## src/rtl/jzjpcc_encode_pkg.sv

```systemverilog
// Shared types and constants for the RV32I instruction encoder.
// Formats, major opcodes, FIFO entry layout and an immediate-fit helper.
package jzjpcc_encode_pkg;

    typedef enum logic [2:0] {
        FMT_R    = 3'd0,
        FMT_I    = 3'd1,
        FMT_S    = 3'd2,
        FMT_B    = 3'd3,
        FMT_U    = 3'd4,
        FMT_J    = 3'd5,
        FMT_BAD6 = 3'd6,
        FMT_BAD7 = 3'd7
    } format_t;

    localparam logic [4:0] LOAD   = 5'b00000;
    localparam logic [4:0] OP_IMM = 5'b00100;
    localparam logic [4:0] AUIPC  = 5'b00101;
    localparam logic [4:0] STORE  = 5'b01000;
    localparam logic [4:0] LUI    = 5'b01101;
    localparam logic [4:0] BRANCH = 5'b11000;
    localparam logic [4:0] JAL    = 5'b11011;
    localparam logic [4:0] JALR   = 5'b11001;
    localparam logic [4:0] OP     = 5'b01100;

    typedef struct packed {
        logic [31:0] word;
        logic        error;
    } enc_entry_t;

    // True when v[31:lsb] are all equal, i.e. v sign-fits in lsb+1 bits
    function automatic logic fits_signed(
        input logic [31:0] v,
        input int unsigned lsb
    );
        logic [31:0] m;
        m = 32'hFFFF_FFFF << lsb;
        return ((v & m) == m) || ((v & m) == 32'h0);
    endfunction

endpackage

```

## src/rtl/jzjpcc_instruction_encoder_if.sv

```systemverilog
// Request/response bundle between the injector and the encoder.
// master drives requests and consumes words; slave is the encoder.
interface jzjpcc_instruction_encoder_if;
    import jzjpcc_encode_pkg::*;

    logic        in_valid;
    logic        in_ready;
    format_t     in_format;
    logic [4:0]  in_opcode;
    logic [4:0]  in_rd;
    logic [4:0]  in_rs1;
    logic [4:0]  in_rs2;
    logic [2:0]  in_funct3;
    logic [6:0]  in_funct7;
    logic [31:0] in_immediate;
    logic        out_valid;
    logic        out_ready;
    logic [31:0] out_instruction;
    logic        out_error;

    modport master (
        output in_valid, in_format, in_opcode,
        output in_rd, in_rs1, in_rs2,
        output in_funct3, in_funct7, in_immediate,
        output out_ready,
        input  in_ready, out_valid,
        input  out_instruction, out_error
    );

    modport slave (
        input  in_valid, in_format, in_opcode,
        input  in_rd, in_rs1, in_rs2,
        input  in_funct3, in_funct7, in_immediate,
        input  out_ready,
        output in_ready, out_valid,
        output out_instruction, out_error
    );

endinterface

```

## src/rtl/jzjpcc_encoder_fifo2.sv

```systemverilog
// Two-entry FIFO with a registered ready, so the upstream side
// never sees a combinational path from the downstream ready.
module jzjpcc_encoder_fifo2 #(
    parameter type T = logic [32:0]
) (
    input  logic clk,
    input  logic rst_n,
    input  logic valid_i,
    output logic ready_o,
    input  T     data_i,
    output logic valid_o,
    input  logic ready_i,
    output T     data_o
);

    T           mem_q [2];
    logic       wr_ptr_q;
    logic       rd_ptr_q;
    logic [1:0] count_q;
    logic [1:0] count_d;
    logic       ready_q;
    logic       push;
    logic       pop;

    assign push    = valid_i & ready_q;
    assign pop     = valid_o & ready_i;
    assign valid_o = (count_q != 2'd0);
    assign ready_o = ready_q;
    assign data_o  = mem_q[rd_ptr_q];

    always_comb begin
        count_d = count_q;
        case ({push, pop})
            2'b10:   count_d = count_q + 2'd1;
            2'b01:   count_d = count_q - 2'd1;
            default: count_d = count_q;
        endcase
    end

    always_ff @(posedge clk or negedge rst_n) begin
        if (!rst_n) begin
            mem_q[0] <= '0;
            mem_q[1] <= '0;
            wr_ptr_q <= 1'b0;
            rd_ptr_q <= 1'b0;
            count_q  <= 2'd0;
            ready_q  <= 1'b1;
        end else begin
            if (push) begin
                mem_q[wr_ptr_q] <= data_i;
                wr_ptr_q        <= ~wr_ptr_q;
            end
            if (pop) begin
                rd_ptr_q <= ~rd_ptr_q;
            end
            count_q <= count_d;
            ready_q <= (count_d != 2'd2);
        end
    end

endmodule

```

## src/rtl/jzjpcc_instruction_encoder.sv

```systemverilog
// Scatters a full immediate into RV32I I/S/B/U/J layouts and flags
// immediates that do not fit; words are buffered in a 2-entry FIFO.
module jzjpcc_instruction_encoder
    import jzjpcc_encode_pkg::*;
#(
    parameter int COUNT_WIDTH = 16,
    parameter bit CHECK_RANGE = 1'b1
) (
    input  logic                   clock,
    input  logic                   reset_n,
    jzjpcc_instruction_encoder_if.slave bus,
    output logic [COUNT_WIDTH-1:0] count_encoded,
    output logic [COUNT_WIDTH-1:0] count_errors
);

    localparam logic [COUNT_WIDTH-1:0] CNT_ONE = 1;

    logic [6:0]  opc;
    logic [31:0] imm;
    logic [31:0] word;
    logic        rng_err;
    logic        bad_fmt;
    enc_entry_t  enc;
    enc_entry_t  head;
    logic        fifo_ready;
    logic        fifo_valid;
    logic        accept;

    logic [COUNT_WIDTH-1:0] enc_cnt_q;
    logic [COUNT_WIDTH-1:0] err_cnt_q;

    always_comb begin
        opc     = {bus.in_opcode, 2'b11};
        imm     = bus.in_immediate;
        word    = 32'h0;
        rng_err = 1'b0;
        bad_fmt = 1'b0;
        case (bus.in_format)
            FMT_R: begin
                word = {bus.in_funct7, bus.in_rs2, bus.in_rs1,
                        bus.in_funct3, bus.in_rd, opc};
            end
            FMT_I: begin
                word    = {imm[11:0], bus.in_rs1,
                           bus.in_funct3, bus.in_rd, opc};
                rng_err = ~fits_signed(imm, 11);
            end
            FMT_S: begin
                word    = {imm[11:5], bus.in_rs2, bus.in_rs1,
                           bus.in_funct3, imm[4:0], opc};
                rng_err = ~fits_signed(imm, 11);
            end
            FMT_B: begin
                word    = {imm[12], imm[10:5], bus.in_rs2,
                           bus.in_rs1, bus.in_funct3,
                           imm[4:1], imm[11], opc};
                rng_err = ~fits_signed(imm, 12) | imm[0];
            end
            FMT_U: begin
                word    = {imm[31:12], bus.in_rd, opc};
                rng_err = |imm[11:0];
            end
            FMT_J: begin
                word    = {imm[20], imm[10:1], imm[11],
                           imm[19:12], bus.in_rd, opc};
                rng_err = ~fits_signed(imm, 20) | imm[0];
            end
            default: begin
                word    = 32'h0;
                bad_fmt = 1'b1;
            end
        endcase
        enc.word  = word;
        enc.error = bad_fmt | (CHECK_RANGE & rng_err);
    end

    jzjpcc_encoder_fifo2 #(
        .T (enc_entry_t)
    ) u_fifo (
        .clk     (clock),
        .rst_n   (reset_n),
        .valid_i (bus.in_valid),
        .ready_o (fifo_ready),
        .data_i  (enc),
        .valid_o (fifo_valid),
        .ready_i (bus.out_ready),
        .data_o  (head)
    );

    assign bus.in_ready        = fifo_ready;
    assign bus.out_valid       = fifo_valid;
    assign bus.out_instruction = head.word;
    assign bus.out_error       = head.error;

    assign accept = bus.in_valid & fifo_ready;

    // Counters stick at all-ones instead of wrapping
    always_ff @(posedge clock or negedge reset_n) begin
        if (!reset_n) begin
            enc_cnt_q <= '0;
            err_cnt_q <= '0;
        end else if (accept) begin
            if (!(&enc_cnt_q)) begin
                enc_cnt_q <= enc_cnt_q + CNT_ONE;
            end
            if (enc.error && !(&err_cnt_q)) begin
                err_cnt_q <= err_cnt_q + CNT_ONE;
            end
        end
    end

    assign count_encoded = enc_cnt_q;
    assign count_errors  = err_cnt_q;

endmodule

```

## src/flat_wrapper.sv

```systemverilog
// flat-port wrapper written by rule: the top's interface ports become plain ports
module jzjpcc_instruction_encoder_flat import jzjpcc_encode_pkg::*;
#(
    parameter int COUNT_WIDTH = 16,
    parameter bit CHECK_RANGE = 1'b1
)
  (clock, reset_n, count_encoded, count_errors, bus_in_valid, bus_in_format, bus_in_opcode, bus_in_rd, bus_in_rs1, bus_in_rs2, bus_in_funct3, bus_in_funct7, bus_in_immediate, bus_out_ready, bus_in_ready, bus_out_valid, bus_out_instruction, bus_out_error);
  jzjpcc_instruction_encoder_if bus_i ();
  input  logic clock;
  input  logic reset_n;
  output logic [COUNT_WIDTH-1:0] count_encoded;
  output logic [COUNT_WIDTH-1:0] count_errors;
  input wire logic [$bits(bus_i.in_valid)-1:0] bus_in_valid;
  input wire logic [$bits(bus_i.in_format)-1:0] bus_in_format;
  input wire logic [$bits(bus_i.in_opcode)-1:0] bus_in_opcode;
  input wire logic [$bits(bus_i.in_rd)-1:0] bus_in_rd;
  input wire logic [$bits(bus_i.in_rs1)-1:0] bus_in_rs1;
  input wire logic [$bits(bus_i.in_rs2)-1:0] bus_in_rs2;
  input wire logic [$bits(bus_i.in_funct3)-1:0] bus_in_funct3;
  input wire logic [$bits(bus_i.in_funct7)-1:0] bus_in_funct7;
  input wire logic [$bits(bus_i.in_immediate)-1:0] bus_in_immediate;
  input wire logic [$bits(bus_i.out_ready)-1:0] bus_out_ready;
  output wire logic [$bits(bus_i.in_ready)-1:0] bus_in_ready;
  output wire logic [$bits(bus_i.out_valid)-1:0] bus_out_valid;
  output wire logic [$bits(bus_i.out_instruction)-1:0] bus_out_instruction;
  output wire logic [$bits(bus_i.out_error)-1:0] bus_out_error;
  assign bus_i.in_valid = bus_in_valid;
  assign bus_i.in_format = bus_in_format;
  assign bus_i.in_opcode = bus_in_opcode;
  assign bus_i.in_rd = bus_in_rd;
  assign bus_i.in_rs1 = bus_in_rs1;
  assign bus_i.in_rs2 = bus_in_rs2;
  assign bus_i.in_funct3 = bus_in_funct3;
  assign bus_i.in_funct7 = bus_in_funct7;
  assign bus_i.in_immediate = bus_in_immediate;
  assign bus_i.out_ready = bus_out_ready;
  assign bus_in_ready = bus_i.in_ready;
  assign bus_out_valid = bus_i.out_valid;
  assign bus_out_instruction = bus_i.out_instruction;
  assign bus_out_error = bus_i.out_error;
  jzjpcc_instruction_encoder #(.COUNT_WIDTH(COUNT_WIDTH), .CHECK_RANGE(CHECK_RANGE)) u_core (.clock(clock), .reset_n(reset_n), .bus(bus_i), .count_encoded(count_encoded), .count_errors(count_errors));
endmodule
```

## config.mk

```make
export PLATFORM = sky130hd
export DESIGN_NAME = jzjpcc_instruction_encoder_flat
export DESIGN_NICKNAME = d
export VERILOG_FILES = /design/src/rtl/jzjpcc_encode_pkg.sv /design/src/rtl/jzjpcc_instruction_encoder_if.sv /design/src/rtl/jzjpcc_encoder_fifo2.sv /design/src/rtl/jzjpcc_instruction_encoder.sv /design/src/flat_wrapper.sv
export SDC_FILE = /design/constraint.sdc
export NUM_CORES = 1
export LEC_CHECK = 0
export BUFFER_PORTS_ARGS = -buffer_cell sky130_fd_sc_hd__clkbuf_2
export CAP_MARGIN = 20
export CORE_AREA = 2 2 104 106
export CTS_CLUSTER_DIAMETER = 30
export DETAILED_ROUTE_END_ITERATION = 12
export DIE_AREA = 0 0 106 108
export GPL_ROUTABILITY_DRIVEN = 0
export PLACE_DENSITY = 0.81
export SYNTH_ARGS = -nofsm -noshare
export SYNTH_HDL_FRONTEND = slang
export SYNTH_HIERARCHICAL = 1
export SYNTH_SLANG_ARGS = --single-unit
export TNS_END_PERCENT = 5
```

## constraint.sdc

```tcl
create_clock -name clock -period 2.8 [get_ports clock]
set_clock_uncertainty 0.15 [all_clocks]
set_input_delay 0.14 -clock clock [delete_from_list [all_inputs] [get_ports clock]]
set_output_delay 0.14 -clock clock [all_outputs]
set_load 0.01 [all_outputs]
```

==> results of run 1 <==
==> repair_timing <==
| item | 4_1_cts | 5_1_grt |
|---|---|---|
| endpoints found under the hold margin | 60 | 0 |
| hold buffers | 6 | 0 |
| resized for setup | 0 | 0 |
| setup endpoints to repair | 0 | 0 |
==> worst reg2reg max path, stage by stage (launching register included) <==
cell,delay [ns]
dfrtp_1,0.45
and4_1,0.27
nand3_2,0.12
or3_4,0.42
o311ai_1,0.34
a21o_4,0.25
mux2_4,0.32
==> cell families (layout without fill, tap and decap cells) <==
group                    Yosys count  after routing  synth area share
AO/OA/AOI/OAI                     52             52            0.0626
XOR/XNOR                          34             34            0.0542
adder cells (fa/ha/maj)            3              3           0.00683
buffers and inverters             38            178            0.0360
flip-flops                       103            103             0.469
multiplexers                     110            110             0.244
AND/OR/NAND/NOR                  130            130             0.128
==> through the flow <==
stage	cell area (µm²)	util	power [mW]	setup WS, ns
6_report	6540	0.639	5.90	0.368
4_1_cts	6540	0.639	5.96	0.365
3_3_place_gp	6300	0.616	4.98	0.463
5_1_grt	6540	0.639	6.28	0.275
2_1_floorplan	5500	-	4.22	0.425
3_5_place_dp	6300	0.616	5.09	0.384
==> per-layer routing <==
metal | track usage | vias to the layer above
met5 | 0 | -
li1 | - | 1939
met4 | 0.0912 | 0
met2 | 0.387 | 147
met3 | 0.0289 | 23
met1 | 0.308 | 2099
==> cells in the final DEF (no fill, tap or decap), drive strengths merged, types with 3 or more instances in the layout <==
cell	synthesis	routed
clkbuf	11	145
dfrtp	102	102
mux2	102	102
nand2	33	33
nor2	27	27
o21ai	18	18
xor2	17	17
xnor2	17	17
nand3	14	14
inv	13	13
nand4	11	11
buf	14	11
a21oi	10	10
nor4	10	10
mux2i	8	8
a22o	8	8
nor3	8	8
nor2b	7	7
dlygate4sd3	0	6
and2	6	6
a22oi	6	6
or4	5	5
ha	3	3
==> area by class of cell <==
type / instances / area (µm²)
clock inverter: 3 / 20.0
clock buffer: 11 / 151
inverter: 13 / 48.8
tap: 136 / 170
fill: 815 / 3700
sequential: 103 / 2580
timing repair buffer: 151 / 838
multi-input combinational: 329 / 2730
==> power by group through the flow <==
| stage | logic, mW | registers, mW | clock network [mW] |
|---|---|---|---|
| after floorplan | 1.85 | 2.38 | 0 |
| after global placement | 2.54 | 2.43 | 0 |
| after detailed placement | 2.60 | 2.49 | 0 |
| after CTS | 2.62 | 2.47 | 0.873 |
| after global routing | 2.80 | 2.55 | 0.931 |
| final | 2.59 | 2.47 | 0.842 |
==> flip-flops by register name, summed over array words and instances (netlist names) <==
signal	cells
u_core/u_fifo/wr_ptr_q	1
u_core/count_encoded	16
u_core/u_fifo/mem_q	66
u_core/u_fifo/rd_ptr_q	1
u_core/u_fifo/ready_o	1
u_core/count_errors	16
u_core/u_fifo/count_q	2
==> final timing paths <==
kind | startpoint | endpoint | slack (ns) | cells past startpoint
max | u_core/count_errors[3] | u_core/count_errors[1] | 0.37 | 6
min | bus_in_valid | u_core/u_fifo/wr_ptr_q | 0.02 | 4
max reg2reg | u_core/count_errors[3] | u_core/count_errors[1] | 0.37 | 6
min reg2reg | u_core/count_encoded[10] | u_core/count_encoded[10] | 0.35 | 1
max in group asynchronous | reset_n | u_core/u_fifo/mem_q[9] | 1.48 | 3
min in group asynchronous | reset_n | u_core/count_errors[5] | 0.20 | 2
==> qor.csv, run 1 <==
metric,value,unit
status,completed,
fp-row-count,37,
switching_share,0.346,
antenna_found_initial,0,
grt_first_pass_wirelength,20800,µm
ys.flop_type,dfrtp_1,
post-route-min-period,2.43,ns
synth_cell_type_count,49,
wl_met1,5590,µm
slew_headroom,0.369,
die-area,11400,µm²
fmax,0.411,GHz
yosys.area.top_type_share,0.464,
clk_transition_reported_paths,0.09,ns
intPower,3.86,mW
dp_cells,726,
hold_ws,0.0191,ns
syn-cell-area,5500,µm²
finalSetupViolCount,0,
max_cap_viol_count,0,
power.leakage,3.21,nW
cp.required,2.91,ns
routed-wl-met2,6400,µm
vias,4208,
drt-vias-per-instance,5.64,
syn_inst,470,
syn-num-nets,542,
ctsRootBufferMaster,clkbuf_8,
area_delta_synth_final,18.8,%
post-route-drc-count,0,
worst_slew_pin_slew,0.945,ns
hold_viol_final,0,
min_path_type,input port to flip-flop,
insertion_delay,0.36,ns
cp-end-kind,flip-flop,
synth.yosys.seq_area_share,0.469,
htree_levels,3,
slew_violations,0,
path_class,flip-flop to flip-flop,
drt_iter0_drc,249,
ys_warn_count,6,
cts_tree,done,
critPathMaxStageDelay,0.45,ns
grt_pass1_vias,4266,
portBuffers,135,
cts_buffers,9,
final_nets,679,
seqPwrFrac,0.419,
period_share,0.869,
cts_buffer_depth,2,
dp_hpwl,9330,µm
rsz0062_at_grt,no,
yosysTopAreaCell,dfrtp_1,
worstPathArrival,2.54,ns
peakVddDrop,0.000442,V
highest_layer,met4,
core,10200,µm²
die_h,108,µm
p_comb_frac,0.439,
synth_common_cells,"dfrtp_1, mux2_2, nand2_1",
critPathMaxFanout,16,
crit_family,simple AND/OR/NAND/NOR gates,
yosysMostFrequentCell,dfrtp_1,
power.density,903,nW/µm²
switching_power,2.04,mW
synth-edff-count,0,
die_w,106,µm
firstDrtPassIters,4,
cp.buffers_inverters,0,
slowest_stage,dfrtp_1,
start_util,0.537,
synth_seq_cells,103,
grt_max_degree,56,
wl_per_cell,17.2,µm
drive_gt1_frac,0.454,
synth-async-reset-ratio,1.00,
layoutNonFillerInstCount,746,
num_io_pins,136,
postCtsSetupBuffers,0,
syn_area_per_cell,11.7,µm²
crit_chain,and4_1 -> nand3_2 -> or3_4 -> o311ai_1 -> a21o_4 -> mux2_4,
clock_sinks,103,
startpoint_type,flip-flop,
fin_tns_setup,0,ns
dr_wl_met3,623,µm
synth_area_leaders,"dfrtp_1, mux2_2, mux2_4",
wl,12900,µm
grt_overflow,0,
grt_usage,0.231,
n_antenna_cell,0,
postRouteAntennaNets,0,
power.share.clock,0.143,
No activity file was read; power rests on OpenSTA's default activity.
==> run 2, diff against run 1 <==
CORE_AREA = 2 2 101 103   (was 2 2 104 106)
DIE_AREA = 0 0 103 105   (was 0 0 106 108)
PLACE_DENSITY = 0.85   (was 0.81)
clock period = 2.95 ns   (was 2.8 ns; I/O delays follow)
==> run 2 against run 1 <==
Setup slack improved by 0.083 ns. Largest cell class unchanged. Sequential power decreased by 4%. Highest routed layer unchanged. Sequential share of layout area decreased by 0.11 points. Die area decreased by 5.5%. Clock power increased by 9.3%. Cell count decreased by 0.40%.
==> qor.csv, run 2 (synthesized netlist as in run 1, its figures left out) <==
metric,value,unit,change
postRouteAntennaNets,0,,unchanged
period_share,0.847,,was 0.869
cts_buffer_depth,2,,unchanged
grt_max_degree,78,,was 56
drt-vias-per-instance,5.63,,was 5.64
largest_register_ffs,66,,unchanged
drt_iter0_drc,152,,was 249
cts_buffers,9,,unchanged
status,completed,,unchanged
firstDrtPassIters,5,,was 4
reg2reg_from,u_core/count_errors[3],,unchanged
hold_viol_final,0,,unchanged
grt_pass1_vias,4132,,"was 4,266"
r2r_cells,6,,unchanged
n_fill_cell,751,,was 815
crit_path_start,u_core/count_errors[3],,unchanged
post-route-min-period,2.50,ns,was 2.43 ns
startpoint_type,flip-flop,,unchanged
drive_gt1_frac,0.454,,unchanged
antenna_found_initial,0,,unchanged
wl,13000,µm,"was 12,900 µm"
path_class,flip-flop to flip-flop,,unchanged
slew_violations,0,,unchanged
power.density,878,nW/µm²,was 903 nW/µm²
fp-row-count,36,,was 37
r2r_end,u_core/count_errors[1],,unchanged
rrSetupSlack,0.45,ns,was 0.37 ns
max_cap_viol_count,0,,unchanged
ctsRootBufferMaster,clkbuf_8,,unchanged
fin_tns_setup,0,ns,unchanged
wl_per_cell,17.5,µm,was 17.2 µm
num_io_pins,136,,unchanged
multiInputGateArea,2730,µm²,unchanged
die-area,10800,µm²,"was 11,400 µm²"
cp-end-kind,flip-flop,,unchanged
min_path_type,input port to flip-flop,,unchanged
final_nets,677,,was 679
fmax,0.400,GHz,was 0.411 GHz
die_w,103,µm,was 106 µm
postCtsSetupBuffers,0,,unchanged
peakVddDrop,0.000603,V,was 0.000442 V
cts_tree,done,,unchanged
grt_first_pass_wirelength,20900,µm,"was 20,800 µm"
slew_headroom,0.359,,was 0.369
core,9640,µm²,"was 10,200 µm²"
endpoint,u_core/count_errors[1],,unchanged
vias,4182,,"was 4,208"
rsz0062_at_grt,no,,unchanged
cp.required,3.06,ns,was 2.91 ns
grt_overflow,0,,unchanged
post-route-drc-count,0,,unchanged
layout_common_cells,"clkbuf_2, dfrtp_1, mux2_2",,unchanged
area_delta_synth_final,19.2,%,was 18.8%
post-route-util,0.680,,was 0.639
grt_usage,0.247,,was 0.231
insertion_delay,0.36,ns,about the same
clock_sinks,103,,unchanged
worstPathArrival,2.61,ns,was 2.54 ns
final_common_cell,clkbuf_2,,unchanged
worst_slew_pin_slew,0.962,ns,was 0.945 ns
dp_hpwl,9200,µm,was 9330 µm
critPathMaxFanout,16,,unchanged
n_antenna_cell,0,,unchanged
start_util,0.570,,was 0.537
regArea,2580,µm²,unchanged
power.leakage,3.22,nW,was 3.21 nW
die_h,105,µm,was 108 µm
regMostFlops,u_core/u_fifo/mem_q,,unchanged
htree_levels,3,,unchanged
portBuffers,135,,unchanged
finalSetupViolCount,0,,unchanged
clk_transition_reported_paths,0.10,ns,was 0.09 ns
-- run 2: changes by cell type in the layout (fill, tap and decap cells not counted) --
cell	change
bufinv_16	+1
clkinv_2	+1
clkinv_4	+1
clkinvlp_4	-1
buf_4	-2
-- run 2: power by group --
group | internal (mW) | switching, mW | total, mW
clock | 0.438 | 0.483 | 0.920
combinational | 1.37 | 1.10 | 2.48
sequential | 1.95 | 0.407 | 2.36
-- run 2: worst min-delay path by stage --
| stage | startpoint | endpoint | depth (start not counted) |
|---|---|---|---|
| after global routing | bus_in_funct3[2] | u_core/u_fifo/mem_q[48] | 3 |
| after detailed placement | reset_n | u_core/count_errors[4] | 1 |
| after floorplan | reset_n | u_core/count_encoded[0] | 0 |
| after CTS | bus_in_opcode[1] | u_core/u_fifo/mem_q[37] | 3 |
| after global placement | reset_n | u_core/count_errors[4] | 1 |
| final | bus_in_opcode[1] | u_core/u_fifo/mem_q[37] | 3 |
-- run 2: area by class of cell --
cell class | count | area share
Clock buffer | 11 | 0.0231
Clock inverter | 5 | 0.00859
Inverter | 13 | 0.00745
Multi-Input combinational cell | 329 | 0.416
Sequential cell | 103 | 0.394
Tap cell | 133 | 0.0254
Timing Repair Buffer | 149 | 0.126
-- run 2: per-stage QoR --
stage	area [µm²]	hold slack, ns	setup slack [ns]	std cells	total power, mW
global route	6550	0.0275	0.370	743	6.10
CTS	6550	0.0195	0.492	743	5.78
global placement	6260	0.198	0.601	720	4.70
floorplan	5500	-0.298	0.575	470	4.01
finish	6550	0.0341	0.451	743	5.76
detailed placement	6280	0.215	0.534	721	4.85
-- run 2: worst max-delay path, cell delays in order, from the launching register on --
cell and delay [ns]:
dfrtp_1 0.45, and4_1 0.26, nand3_2 0.12, or3_4 0.43, o311ai_1 0.40, a21o_4 0.26, mux2_4 0.32
-- run 2: what timing repair did --
action	CTS	global route
gates resized for setup	0	0
hold endpoints to repair	81	0
hold buffers	6	0
-- run 2: layer usage --
layer,up-vias,part of all wire,GRT usage
met3,31,0.055,0.0381
met1,2043,0.43,0.342
met2,166,0.49,0.389
met5,-,0,0
met4,0,0.026,0.0949
li1,1942,-,-
